File: src/rtl/control_pkg.sv
// Shared definitions for the control-word sequencer: field layout, encodings and the FETCH word.
package control_pkg;

  localparam int unsigned CW_WIDTH = 33;

  localparam int unsigned ADDR_W   = 5;
  localparam int unsigned ALUFS_W  = 5;
  localparam int unsigned PCFS_W   = 2;
  localparam int unsigned STATE_W  = 2;
  localparam int unsigned FLAGS_W  = 5;

  // Bit positions, LSB first: next_state sits at the bottom of the word.
  localparam int unsigned NS_LSB      = 0;
  localparam int unsigned SLD_BIT     = 2;
  localparam int unsigned PC_IS_BIT   = 3;
  localparam int unsigned PC_FS_LSB   = 4;
  localparam int unsigned PC_EN_BIT   = 6;
  localparam int unsigned RAM_W_BIT   = 7;
  localparam int unsigned RAM_EN_BIT  = 8;
  localparam int unsigned RF_W_BIT    = 9;
  localparam int unsigned RF_DA_LSB   = 10;
  localparam int unsigned RF_SB_LSB   = 15;
  localparam int unsigned RF_SA_LSB   = 20;
  localparam int unsigned RF_B_EN_BIT = 25;
  localparam int unsigned ALU_FS_LSB  = 26;
  localparam int unsigned ALU_BS_BIT  = 31;
  localparam int unsigned ALU_EN_BIT  = 32;

  localparam logic [PCFS_W-1:0] PC_HOLD = 2'b00;
  localparam logic [PCFS_W-1:0] PC_INC4 = 2'b01;
  localparam logic [PCFS_W-1:0] PC_OFFS = 2'b10;
  localparam logic [PCFS_W-1:0] PC_LOAD = 2'b11;

  localparam logic [ALUFS_W-1:0] ALU_PASS_A = 5'h00;
  localparam logic [ALUFS_W-1:0] ALU_ADD    = 5'h02;
  localparam logic [ALUFS_W-1:0] ALU_SUB    = 5'h05;
  localparam logic [ALUFS_W-1:0] ALU_AND    = 5'h08;
  localparam logic [ALUFS_W-1:0] ALU_OR     = 5'h0A;
  localparam logic [ALUFS_W-1:0] ALU_XOR    = 5'h0C;
  localparam logic [ALUFS_W-1:0] ALU_PASS_B = 5'h14;

  // Instruction fetch drives only the RAM enable; everything else idles.
  localparam logic [CW_WIDTH-1:0] FETCH_CW = CW_WIDTH'(1) << RAM_EN_BIT;

  typedef enum logic {
    PH_FETCH = 1'b0,
    PH_EXEC  = 1'b1
  } phase_e;

endpackage

File: src/rtl/cw_unpack.sv
// Splits a packed control word into its named datapath fields.
module cw_unpack
  import control_pkg::*;
(
  input  logic [CW_WIDTH-1:0] i_cw,
  output logic                o_alu_en,
  output logic                o_alu_bs,
  output logic [ALUFS_W-1:0]  o_alu_fs,
  output logic                o_rf_b_en,
  output logic [ADDR_W-1:0]   o_rf_sa,
  output logic [ADDR_W-1:0]   o_rf_sb,
  output logic [ADDR_W-1:0]   o_rf_da,
  output logic                o_rf_w,
  output logic                o_ram_en,
  output logic                o_ram_w,
  output logic                o_pc_en,
  output logic [PCFS_W-1:0]   o_pc_fs,
  output logic                o_pc_is,
  output logic                o_status_ld,
  output logic [STATE_W-1:0]  o_next_state
);

  assign o_alu_en     = i_cw[ALU_EN_BIT];
  assign o_alu_bs     = i_cw[ALU_BS_BIT];
  assign o_alu_fs     = i_cw[ALU_FS_LSB +: ALUFS_W];
  assign o_rf_b_en    = i_cw[RF_B_EN_BIT];
  assign o_rf_sa      = i_cw[RF_SA_LSB +: ADDR_W];
  assign o_rf_sb      = i_cw[RF_SB_LSB +: ADDR_W];
  assign o_rf_da      = i_cw[RF_DA_LSB +: ADDR_W];
  assign o_rf_w       = i_cw[RF_W_BIT];
  assign o_ram_en     = i_cw[RAM_EN_BIT];
  assign o_ram_w      = i_cw[RAM_W_BIT];
  assign o_pc_en      = i_cw[PC_EN_BIT];
  assign o_pc_fs      = i_cw[PC_FS_LSB +: PCFS_W];
  assign o_pc_is      = i_cw[PC_IS_BIT];
  assign o_status_ld  = i_cw[SLD_BIT];
  assign o_next_state = i_cw[NS_LSB +: STATE_W];

endmodule

File: src/rtl/control_word_sequencer.sv
// Sequences each instruction through FETCH and EXEC, owning IR, execute state, status and
// the retired/fault bookkeeping; unpacks the active control word onto the datapath strobes.
module control_word_sequencer
  import control_pkg::*;
#(
  parameter int unsigned MAX_EXEC_CYCLES = 4,
  parameter int unsigned COUNT_WIDTH     = 32
) (
  input  logic                   clock,
  input  logic                   reset,
  input  logic [CW_WIDTH-1:0]    cw_in,
  input  logic [31:0]            instr_in,
  input  logic [FLAGS_W-1:0]     flags_in,
  input  logic                   stall,
  output logic [31:0]            I,
  output logic [STATE_W-1:0]     state,
  output logic [FLAGS_W-1:0]     status,
  output logic                   fetch,
  output logic                   ir_ld,
  output logic                   alu_en,
  output logic                   alu_bs,
  output logic                   rf_b_en,
  output logic                   rf_w,
  output logic                   ram_en,
  output logic                   ram_w,
  output logic                   pc_en,
  output logic                   pc_is,
  output logic [ALUFS_W-1:0]     alu_fs,
  output logic [ADDR_W-1:0]      rf_sa,
  output logic [ADDR_W-1:0]      rf_sb,
  output logic [ADDR_W-1:0]      rf_da,
  output logic [PCFS_W-1:0]      pc_fs,
  output logic [COUNT_WIDTH-1:0] retired,
  output logic                   fault
);

  localparam int unsigned CNT_W = $clog2(MAX_EXEC_CYCLES + 1);

  phase_e                   r_phase;
  logic [STATE_W-1:0]       r_state;
  logic [31:0]              r_i;
  logic [FLAGS_W-1:0]       r_status;
  logic [CNT_W-1:0]         r_exec_cnt;
  logic [COUNT_WIDTH-1:0]   r_retired;
  logic                     r_fault;

  logic [CW_WIDTH-1:0]      w_cw;
  logic                     w_rf_w;
  logic                     w_ram_w;
  logic [PCFS_W-1:0]        w_pc_fs;
  logic                     w_status_ld;
  logic [STATE_W-1:0]       w_next_state;
  logic                     w_fetch;

  assign w_fetch = (r_phase == PH_FETCH);
  assign w_cw    = w_fetch ? FETCH_CW : cw_in;

  cw_unpack u_cw_unpack (
    .i_cw         (w_cw),
    .o_alu_en     (alu_en),
    .o_alu_bs     (alu_bs),
    .o_alu_fs     (alu_fs),
    .o_rf_b_en    (rf_b_en),
    .o_rf_sa      (rf_sa),
    .o_rf_sb      (rf_sb),
    .o_rf_da      (rf_da),
    .o_rf_w       (w_rf_w),
    .o_ram_en     (ram_en),
    .o_ram_w      (w_ram_w),
    .o_pc_en      (pc_en),
    .o_pc_fs      (w_pc_fs),
    .o_pc_is      (pc_is),
    .o_status_ld  (w_status_ld),
    .o_next_state (w_next_state)
  );

  // Stall kills anything that writes state; bus enables stay up so the bus remains driven.
  assign rf_w   = w_rf_w  & ~stall;
  assign ram_w  = w_ram_w & ~stall;
  assign pc_fs  = stall ? PC_HOLD : w_pc_fs;
  assign ir_ld  = w_fetch & ~stall;
  assign fetch  = w_fetch;

  assign I       = r_i;
  assign state   = r_state;
  assign status  = r_status;
  assign retired = r_retired;
  assign fault   = r_fault;

  always_ff @(posedge clock or posedge reset) begin
    if (reset) begin
      r_phase    <= PH_FETCH;
      r_state    <= '0;
      r_i        <= '0;
      r_status   <= '0;
      r_exec_cnt <= '0;
      r_retired  <= '0;
      r_fault    <= 1'b0;
    end else if (!stall) begin
      case (r_phase)
        PH_FETCH: begin
          r_i        <= instr_in;
          r_phase    <= PH_EXEC;
          r_state    <= '0;
          r_exec_cnt <= CNT_W'(1);
        end
        PH_EXEC: begin
          if (w_status_ld) begin
            r_status <= flags_in;
          end
          if (w_next_state == '0) begin
            r_phase   <= PH_FETCH;
            r_state   <= '0;
            r_retired <= r_retired + COUNT_WIDTH'(1);
          end else if (r_exec_cnt == CNT_W'(MAX_EXEC_CYCLES)) begin
            // Runaway instruction: abandon it without counting it as retired.
            r_phase <= PH_FETCH;
            r_state <= '0;
            r_fault <= 1'b1;
          end else begin
            r_state    <= w_next_state;
            r_exec_cnt <= r_exec_cnt + CNT_W'(1);
          end
        end
        default: begin
          r_phase <= PH_FETCH;
          r_state <= '0;
        end
      endcase
    end
  end

endmodule

File: config.mk
export PLATFORM = sky130hd
export DESIGN_NAME = control_word_sequencer
export DESIGN_NICKNAME = d
export VERILOG_FILES = /design/src/rtl/control_pkg.sv /design/src/rtl/cw_unpack.sv /design/src/rtl/control_word_sequencer.sv
export SDC_FILE = /design/constraint.sdc
export NUM_CORES = 1
export LEC_CHECK = 0
export ABC_AREA = 1
export BUFFER_PORTS_ARGS = -buffer_cell sky130_fd_sc_hd__buf_2
export CAP_MARGIN = 20
export CORE_ASPECT_RATIO = 0.6
export CORE_MARGIN = 5
export CORE_UTILIZATION = 50
export CTS_CLUSTER_DIAMETER = 150
export DETAILED_ROUTE_END_ITERATION = 10
export GPL_ROUTABILITY_DRIVEN = 0
export PLACE_DENSITY = 0.83
export SLEW_MARGIN = 20
export SYNTH_ARGS = -nofsm -noshare
export SYNTH_HDL_FRONTEND = slang
export SYNTH_HIERARCHICAL = 1
export SYNTH_SLANG_ARGS = --single-unit
File: constraint.sdc
create_clock -name clock -period 3.8 [get_ports clock]
set_input_delay 0.76 -clock clock [delete_from_list [all_inputs] [get_ports clock]]
set_output_delay 0.76 -clock clock [all_outputs]
set_load 0.02 [all_outputs]
# Word level (Yosys, flattened, before mapping)
# Cells that the tools add are included.
# totals
regBits	76
output_inout_bits	104
rom_bits	0
ram_bits	0
mem_count	0
latchBits	0
wordCells	35
in_bits	73
# op_classes
n_shift	0
n_lt_le_gt_ge	0
add_sub_neg	2
reduce_logical	6
bitwise	6
n_mul	0
eq_ne	3
n_mux	11
div_mod_pow	0
# ops
op	n
two-way mux 33 bit	1
adder 32 x 1 -> 32 bit (second input constant)	1
AND reduction 3 bit	3
two-way mux 2 bit	3
two-way mux 3 bit	2
one-hot mux 3 bit (2 select lines)	1
!= test 2 bit (second input constant)	2
one-hot mux 2 bit (2 select lines)	1
AND reduction 4 bit	1
adder 3 x 1 -> 3 bit (second input constant)	1
AND 1 bit	3
== test 3 bit (second input constant)	1
inverter 1 bit	3
logical NOT 2 bit	1
two-way mux 1 bit	2
one-hot mux 1 bit (2 select lines)	1
AND reduction 2 bit	1

# Longest topological paths before layout
# Gate-level depths: netlist of run 1.
# logic_depth
depth_word	4
ltp_mapped	14
depth_no_buf	10

# Hierarchy
# The synthesis of run 1 kept the hierarchy.
# by_module_without_submodules
module	area_per_inst_um2	instances	seq_area_each_um2	cells_per_inst
control_word_sequencer	3897.5	1	1901.8	510
cw_unpack	247.7	1	0.0	33

# Worst setup path after synthesis of run 1
# Ideal clock, no wire load.
# synth_path
kind	input to output
start	input port stall
end	output port ir_ld
t_required_ns	3.040
slack_ns	1.682
n_path_buf	2
stages	3
t_arrival_ns	1.358
cell_sequence	buf_6 -> nor2_2 -> buf_2
# synth_between
elab_chain_len	2
# synth_lines
item	line	source
start, declared	control_word_sequencer.sv:14	input logic stall,
inverter 1 bit (no line)	--	
AND 1 bit	control_word_sequencer.sv:81	assign ir_ld = w_fetch & ~stall;
end, declared	control_word_sequencer.sv:19	output logic ir_ld,
# No other way between the ends.

# Final worst setup path of run 1
# layout_path
start	register r_phase
end	output port ir_ld
# layout_between
elab_chain_len	2
# layout_lines
item	line	source
start, declared	control_word_sequencer.sv:39	phase_e r_phase;
start signal, assigned	control_word_sequencer.sv:92	r_phase <= PH_FETCH;
start signal, assigned	control_word_sequencer.sv:103	r_phase <= PH_EXEC;
start signal, assigned	control_word_sequencer.sv:112	r_phase <= PH_FETCH;
inverter 1 bit	--	
AND 1 bit	control_word_sequencer.sv:81	
# No other way between the ends.

==> impl_metrics.csv, run 1 <==
group,metric,value,unit
critical_path,r2r-end,"r_exec_cnt[0]",
finish,area_delta_synth_final,26.0,%
logic_synthesis,yosysMostFrequentCell,"nand2_1",
logic_synthesis,synth.distinct_cells,28,
die,chipWidth,128,um
power_and_ir_drop,clkPwrFrac,0.289,
global_routing,antenna_found_initial,0,
logic_synthesis,seq_area_frac_synth,0.459,
critical_path,crit_chain,"nor2_2, buf_4, buf_2",
logic_synthesis,synth_seq_cells,76,
critical_path,cp-start-kind,"register",
placement,io_buffers,176,
die,die_h,80.5,um
placement,placed_cell_area,0.00487,mm2
timing,hold_viol,0,
power_and_ir_drop,p_per_area,652,mW/mm2
power_and_ir_drop,intPower,2.09,mW
die,num_rows,25,
finish,fin_nets,763,
timing,min_period,2530,ps
min_path,hp-start,"I[4]",
finish,register_area,0.00190,mm2
job,cap_violations,0,
cts,clock-root-buffer,"clkbuf_16",
critical_path,startpoint,"r_phase",
critical_path,path_buf_inv,2,
min_path,holdPathEnd,"I[4]",
power_and_ir_drop,p_total,3.40,mW
critical_path,crit_family,"flip-flops",
timing,relSlewSlack,0.568,
route,drc_errors,0,
finish,multi_input_comb_area,0.00168,mm2
die,core_area,0.00798,mm2
placement,place.detailed.hpwl,8.33,mm
logic_synthesis,syn_avg_cell_area,7.63,um2
finish,nFillCells,703,
cts,clk_pin_slew,60,ps
route,drtIter0Drc,179,
logic_synthesis,synth-edff-count,0,
route,firstDrtPassIters,4,
timing,rsz0062_at_grt,"no",
status,status,"complete, no violations",
min_path,hold_path.class,"reg -> reg",
power_and_ir_drop,seq_power_share,0.365,
critical_path,r2r_cells,6,
logic_synthesis,syn_inst,543,
cts,clockBufferDepth,2,
global_routing,grt_pass1_wl,17.7,mm
finish,diodes,0,
critical_path,worstPathRequired,3040,ps
cts,cts_tree,"built",
cts,cts-buffers-inserted,9,
logic_synthesis,dominantRegCellSynth,"dfrtp_1",
logic_synthesis,synth_top_area_frac,0.459,
die,start_util,0.520,
timing,period_share,0.667,
logic_synthesis,ys_warn_count,6,
finish,finalInstanceArea,0.00522,mm2
critical_path,critPathSlowestCell,"dfrtp_2",
power_and_ir_drop,p_sw,1.32,mW
timing,fmax,395,MHz
logic_synthesis,ys_top_cells_by_area,"dfrtp_1 (46%), nand2_1 (22%), buf_4 (6.2%)",
power_and_ir_drop,combPwrFrac,0.346,
critical_path,worst-setup-path-type,"reg -> out",
timing,fin_skew,5.53,ps
logic_synthesis,synth-async-reset-ratio,1.00,
power_and_ir_drop,ir_drop,0.000412,V
logic_synthesis,synth_top_area_cell,"dfrtp_1",
route,vias,3767,
global_routing,grt_max_degree,77,
min_path,hold-path-cell-count,2,
cts,insertion_delay,320,ps
critical_path,r2r_slack,1680,ps
timing,setup_viol,0,
route,wl,10.6,mm
route,wl_per_cell,13.3,um
critical_path,worstReg2RegStart,"r_phase",
global_routing,overflow,0,
timing,tns,0,ps
logic_synthesis,syn_area,0.00415,mm2
critical_path,cp-end-kind,"primary output",
critical_path,cp_max_fo,36,
cts,clock_sinks,76,
die,num_io_pins,177,
cts,cts_resized,0,
finish,layout-drive-gt1-share,0.328,
timing,slew_viol_final,0,
cts,cts_setup_buffers,0,
critical_path,cpPeakStageDelay,640,ps
power_and_ir_drop,swShare,0.387,
cts,hold_buffers,0,
die,die_area,0.0103,mm2
critical_path,crit_cells,3,
global_routing,grtUsageTotal,0.214,
global_routing,grt_pass1_vias,3739,
cts,htreeDepth,3,
logic_synthesis,synth_commonest_cells,"nand2_1 (238), dfrtp_1 (76), inv_1 (62)",
logic_synthesis,synth_fp_nets,619,
timing,worst_slew_pin_slew,648,ps
critical_path,crit_arrival,1770,ps
route,ant_nets,0,
route,drt-vias-per-instance,4.71,
power_and_ir_drop,power.leakage,3.06,nW
[power by group through the flow]
stage / sequential (mW) / combinational [mW] / clock, mW
2_1_floorplan: 1.46 / 0.624 / 0
6_report: 1.24 / 1.18 / 0.982
5_1_grt: 1.28 / 1.30 / 1.04
3_5_place_dp: 1.25 / 1.20 / 0
3_3_place_gp: 1.23 / 1.17 / 0
4_1_cts: 1.24 / 1.20 / 0.998
[logic make-up after synthesis]
group | share of synthesized area
AOI/OAI and AO/OA | 0.0121
xor gates and xnor gates | 0.0296
adders and majority gates | 0.00906
buffers and inverters | 0.136
DFF | 0.459
muxes | 0.0136
and+or+nand+nor | 0.341
[tightest hold or removal path, cell delays in order, from the launching register on]
cell and delay [ps]:
dfrtp_1 340, nand2_1 50, nand2_1 50
[through the flow]
step	util	hold slack, ps	worst slack [ps]	instances
after floorplan	-	505	1100	543
after global placement	0.611	451	1340	784
after detailed placement	0.611	456	1280	784
after CTS	0.655	472	927	800
after global routing	0.655	494	1160	800
final	0.655	469	1270	800
[cell usage in the layout (no fill, tap or decap), types with 2 or more instances in the layout]
master / count
dfrtp_1: 75
mux2_2: 5
ha_1: 3
nor3_4: 2
nor2_2: 8
nand4_1: 2
buf_2: 176
nor2_4: 4
clkbuf_16: 9
bufinv_16: 3
nand3b_1: 11
inv_2: 3
xor2_1: 7
nand3_1: 14
o21bai_1: 2
nand2_1: 238
nor2_1: 40
nand2_2: 5
xnor2_1: 7
clkinv_4: 2
o21ai_0: 3
a32o_1: 2
inv_1: 61
[sequential cells by signal (all words and copies together) (netlist names)]
signal / count
I: 32
fault: 1
r_exec_cnt: 3
r_phase: 1
retired: 32
state: 2
status: 5
[routing by layer]
| layer | vias up | global-route usage | wire length (um) |
|---|---|---|---|
| met4 | 0 | 0.0503 | 131 |
| li1 | 1877 | - | - |
| met3 | 11 | 0.0625 | 939 |
| met1 | 1742 | 0.281 | 4650 |
| met5 | - | 0 | 0 |
| met2 | 137 | 0.350 | 4890 |
[layout make-up]
class	instances	area share
Clock buffer	9	0.0431
Clock inverter	7	0.0237
Inverter	65	0.0472
Multi-Input combinational cell	357	0.322
Sequential cell	76	0.364
Tap cell	108	0.0259
Timing Repair Buffer	178	0.174
[worst max path at each step]
stage | end | slack (ps)
5_1_grt | ir_ld | 1160
3_3_place_gp | ram_en | 1340
2_1_floorplan | I[0] | 1100
3_5_place_dp | ram_en | 1280
4_1_cts | ram_en | 930
6_report | ir_ld | 1270
Note: power is estimated with default switching activity, not from simulation.
==> run 2, diff against run 1 <==
- CORE_UTILIZATION: 50 -> 48
- PLACE_DENSITY: 0.83 -> 0.8
- clock period: 3.8 -> 2.45 ns (I/O delays scaled with it)
==> run 2 against run 1 <==
Against the previous run:
- worst hold slack got worse by 210 ps
- sequential share of layout area rose by 0.18 points
- die area rose by 3.7%
- highest routed layer unchanged
==> impl_metrics.csv, run 2 (synthesized netlist as in run 1, its figures left out) <==
group,metric,value,unit
cts,clock-root-buffer,"clkbuf_16",
die,die_area,0.0107,mm2
power_and_ir_drop,intPower,3.04,mW
critical_path,critPathSlowestCell,"dfrtp_1",
placement,place.detailed.hpwl,8.60,mm
power_and_ir_drop,p_total,5.10,mW
job,cap_violations,0,
cts,cts_tree,"built",
finish,nFillCells,758,
finish,layout-drive-gt1-share,0.329,
route,ant_nets,0,
power_and_ir_drop,combPwrFrac,0.369,
critical_path,crit_chain,"buf_4, nand2_1, inv_1, buf_2",
finish,final_cell_mix,"nand2_1 (238), buf_2 (176), dfrtp_1 (76)",
die,die_h,82.0,um
timing,worst_slew_pin_slew,679,ps
cts,htreeDepth,3,
global_routing,grt_max_degree,46,
timing,slew_viol_final,0,
cts,hold_buffers,0,
global_routing,overflow,0,
finish,fin_nets,765,
power_and_ir_drop,ir_drop,0.000612,V
status,status,"complete, no violations",
critical_path,cp-end-kind,"primary output",
timing,period_share,0.891,
die,num_io_pins,177,
die,core_area,0.00846,mm2
power_and_ir_drop,p_sw,2.06,mW
power_and_ir_drop,power.leakage,3.04,nW
min_path,hold_path.class,"in -> async",
cts,clock_sinks,76,
cts,cts-buffers-inserted,9,
finish,fin_util,0.614,
global_routing,grtUsageTotal,0.214,
cts,insertion_delay,340,ps
die,start_util,0.490,
timing,fin_skew,3.91,ps
timing,hold_viol,0,
timing,fmax,458,MHz
route,wl_per_cell,13.5,um
power_and_ir_drop,p_per_area,982,mW/mm2
power_and_ir_drop,clkPwrFrac,0.264,
cts,cts_resized,0,
placement,dp_cells,790,
route,drt-vias-per-instance,4.68,
cts,cts_setup_buffers,0,
global_routing,grt_pass1_wl,17.9,mm
timing,setup_viol,0,
critical_path,r2r_slack,570,ps
critical_path,worst-setup-path-type,"reg -> out",
timing,min_period,2180,ps
finish,final-instance-count-excl-fill,806,
timing,tns,0,ps
finish,layout_commonest_cell,"nand2_1",
power_and_ir_drop,seq_power_share,0.367,
route,vias,3771,
critical_path,worstPathRequired,1960,ps
power_and_ir_drop,swShare,0.405,
timing,rsz0062_at_grt,"no",
route,drtIter0Drc,226,
critical_path,worstReg2RegStart,"r_phase",
die,chipWidth,130,um
timing,relSlewSlack,0.547,
critical_path,cp-start-kind,"register",
critical_path,r2r_cells,10,
timing,whs,255,ps
route,firstDrtPassIters,5,
critical_path,cp_max_fo,23,
route,wl,10.9,mm
critical_path,r2r-end,"retired[31]",
cts,clk_pin_slew,60,ps
global_routing,antenna_found_initial,0,
critical_path,cpPeakStageDelay,660,ps
finish,area_delta_synth_final,25.3,%
placement,io_buffers,176,
global_routing,grt_pass1_vias,3739,
cts,clockBufferDepth,2,
finish,diodes,0,
route,drc_errors,0,
critical_path,crit_arrival,1690,ps
die,num_rows,26,
## run 2: changes by cell type in the layout (fill, tap and decap cells not counted)
cell        change
buf_4           +2
clkinvlp_4      +2
inv_6           +1
dfrtp_2         -1
bufinv_16       -2
inv_8           -1
dfrtp_1         +1
## run 2: final cells by class
class,instances,area (um2),share of cell area
multi-input combinational,357,1680,0.324
clock inverter,7,76.3,0.0147
timing repair buffer,180,923,0.178
clock buffer,9,225,0.0434
sequential,76,1900,0.366
inverter,65,246,0.0474
tap,112,140,0.0270
## run 2: worst max-delay path by stage
stage                       start          end  slack (ps)  depth (start not counted)
after floorplan             reset         I[0]          20                          1
after global placement    r_phase     rf_sb[2]         660                          4
after detailed placement  r_phase  retired[29]         590                         10
after CTS                 r_phase     rf_sa[1]         250                          4
after global routing      r_phase    alu_fs[2]         160                          4
final                     r_phase     rf_sa[1]         270                          4
## run 2: per-layer routing
metal / track usage / up-vias / share of wire
met5: 0 / - / 0
met1: 0.270 / 1711 / 0.43
met3: 0.0741 / 11 / 0.10
li1: - / 1884 / -
met4: 0.0591 / 0 / 0.014
met2: 0.355 / 165 / 0.46
## run 2: stage by stage
step	setup slack, ps	instance area (um2)
floorplan	21.7	4150
global placement	656	4890
detailed placement	591	4890
CTS	251	5190
global route	159	5190
finish	267	5190
## run 2: power groups by stage
stage / sequential [mW] / combinational [mW] / clock, mW
after global routing: 1.92 / 2.07 / 1.42
after detailed placement: 1.88 / 1.92 / 0
after floorplan: 2.27 / 0.969 / 0
after CTS: 1.87 / 1.92 / 1.37
after global placement: 1.87 / 1.87 / 0
final: 1.87 / 1.88 / 1.34
## run 2: critical path: cells and delay by family (launching register included)
kind / cells / cell delay [ps]
DFF: 1 / 660
and+or+nand+nor: 1 / 90
buffers and inverters: 3 / 600
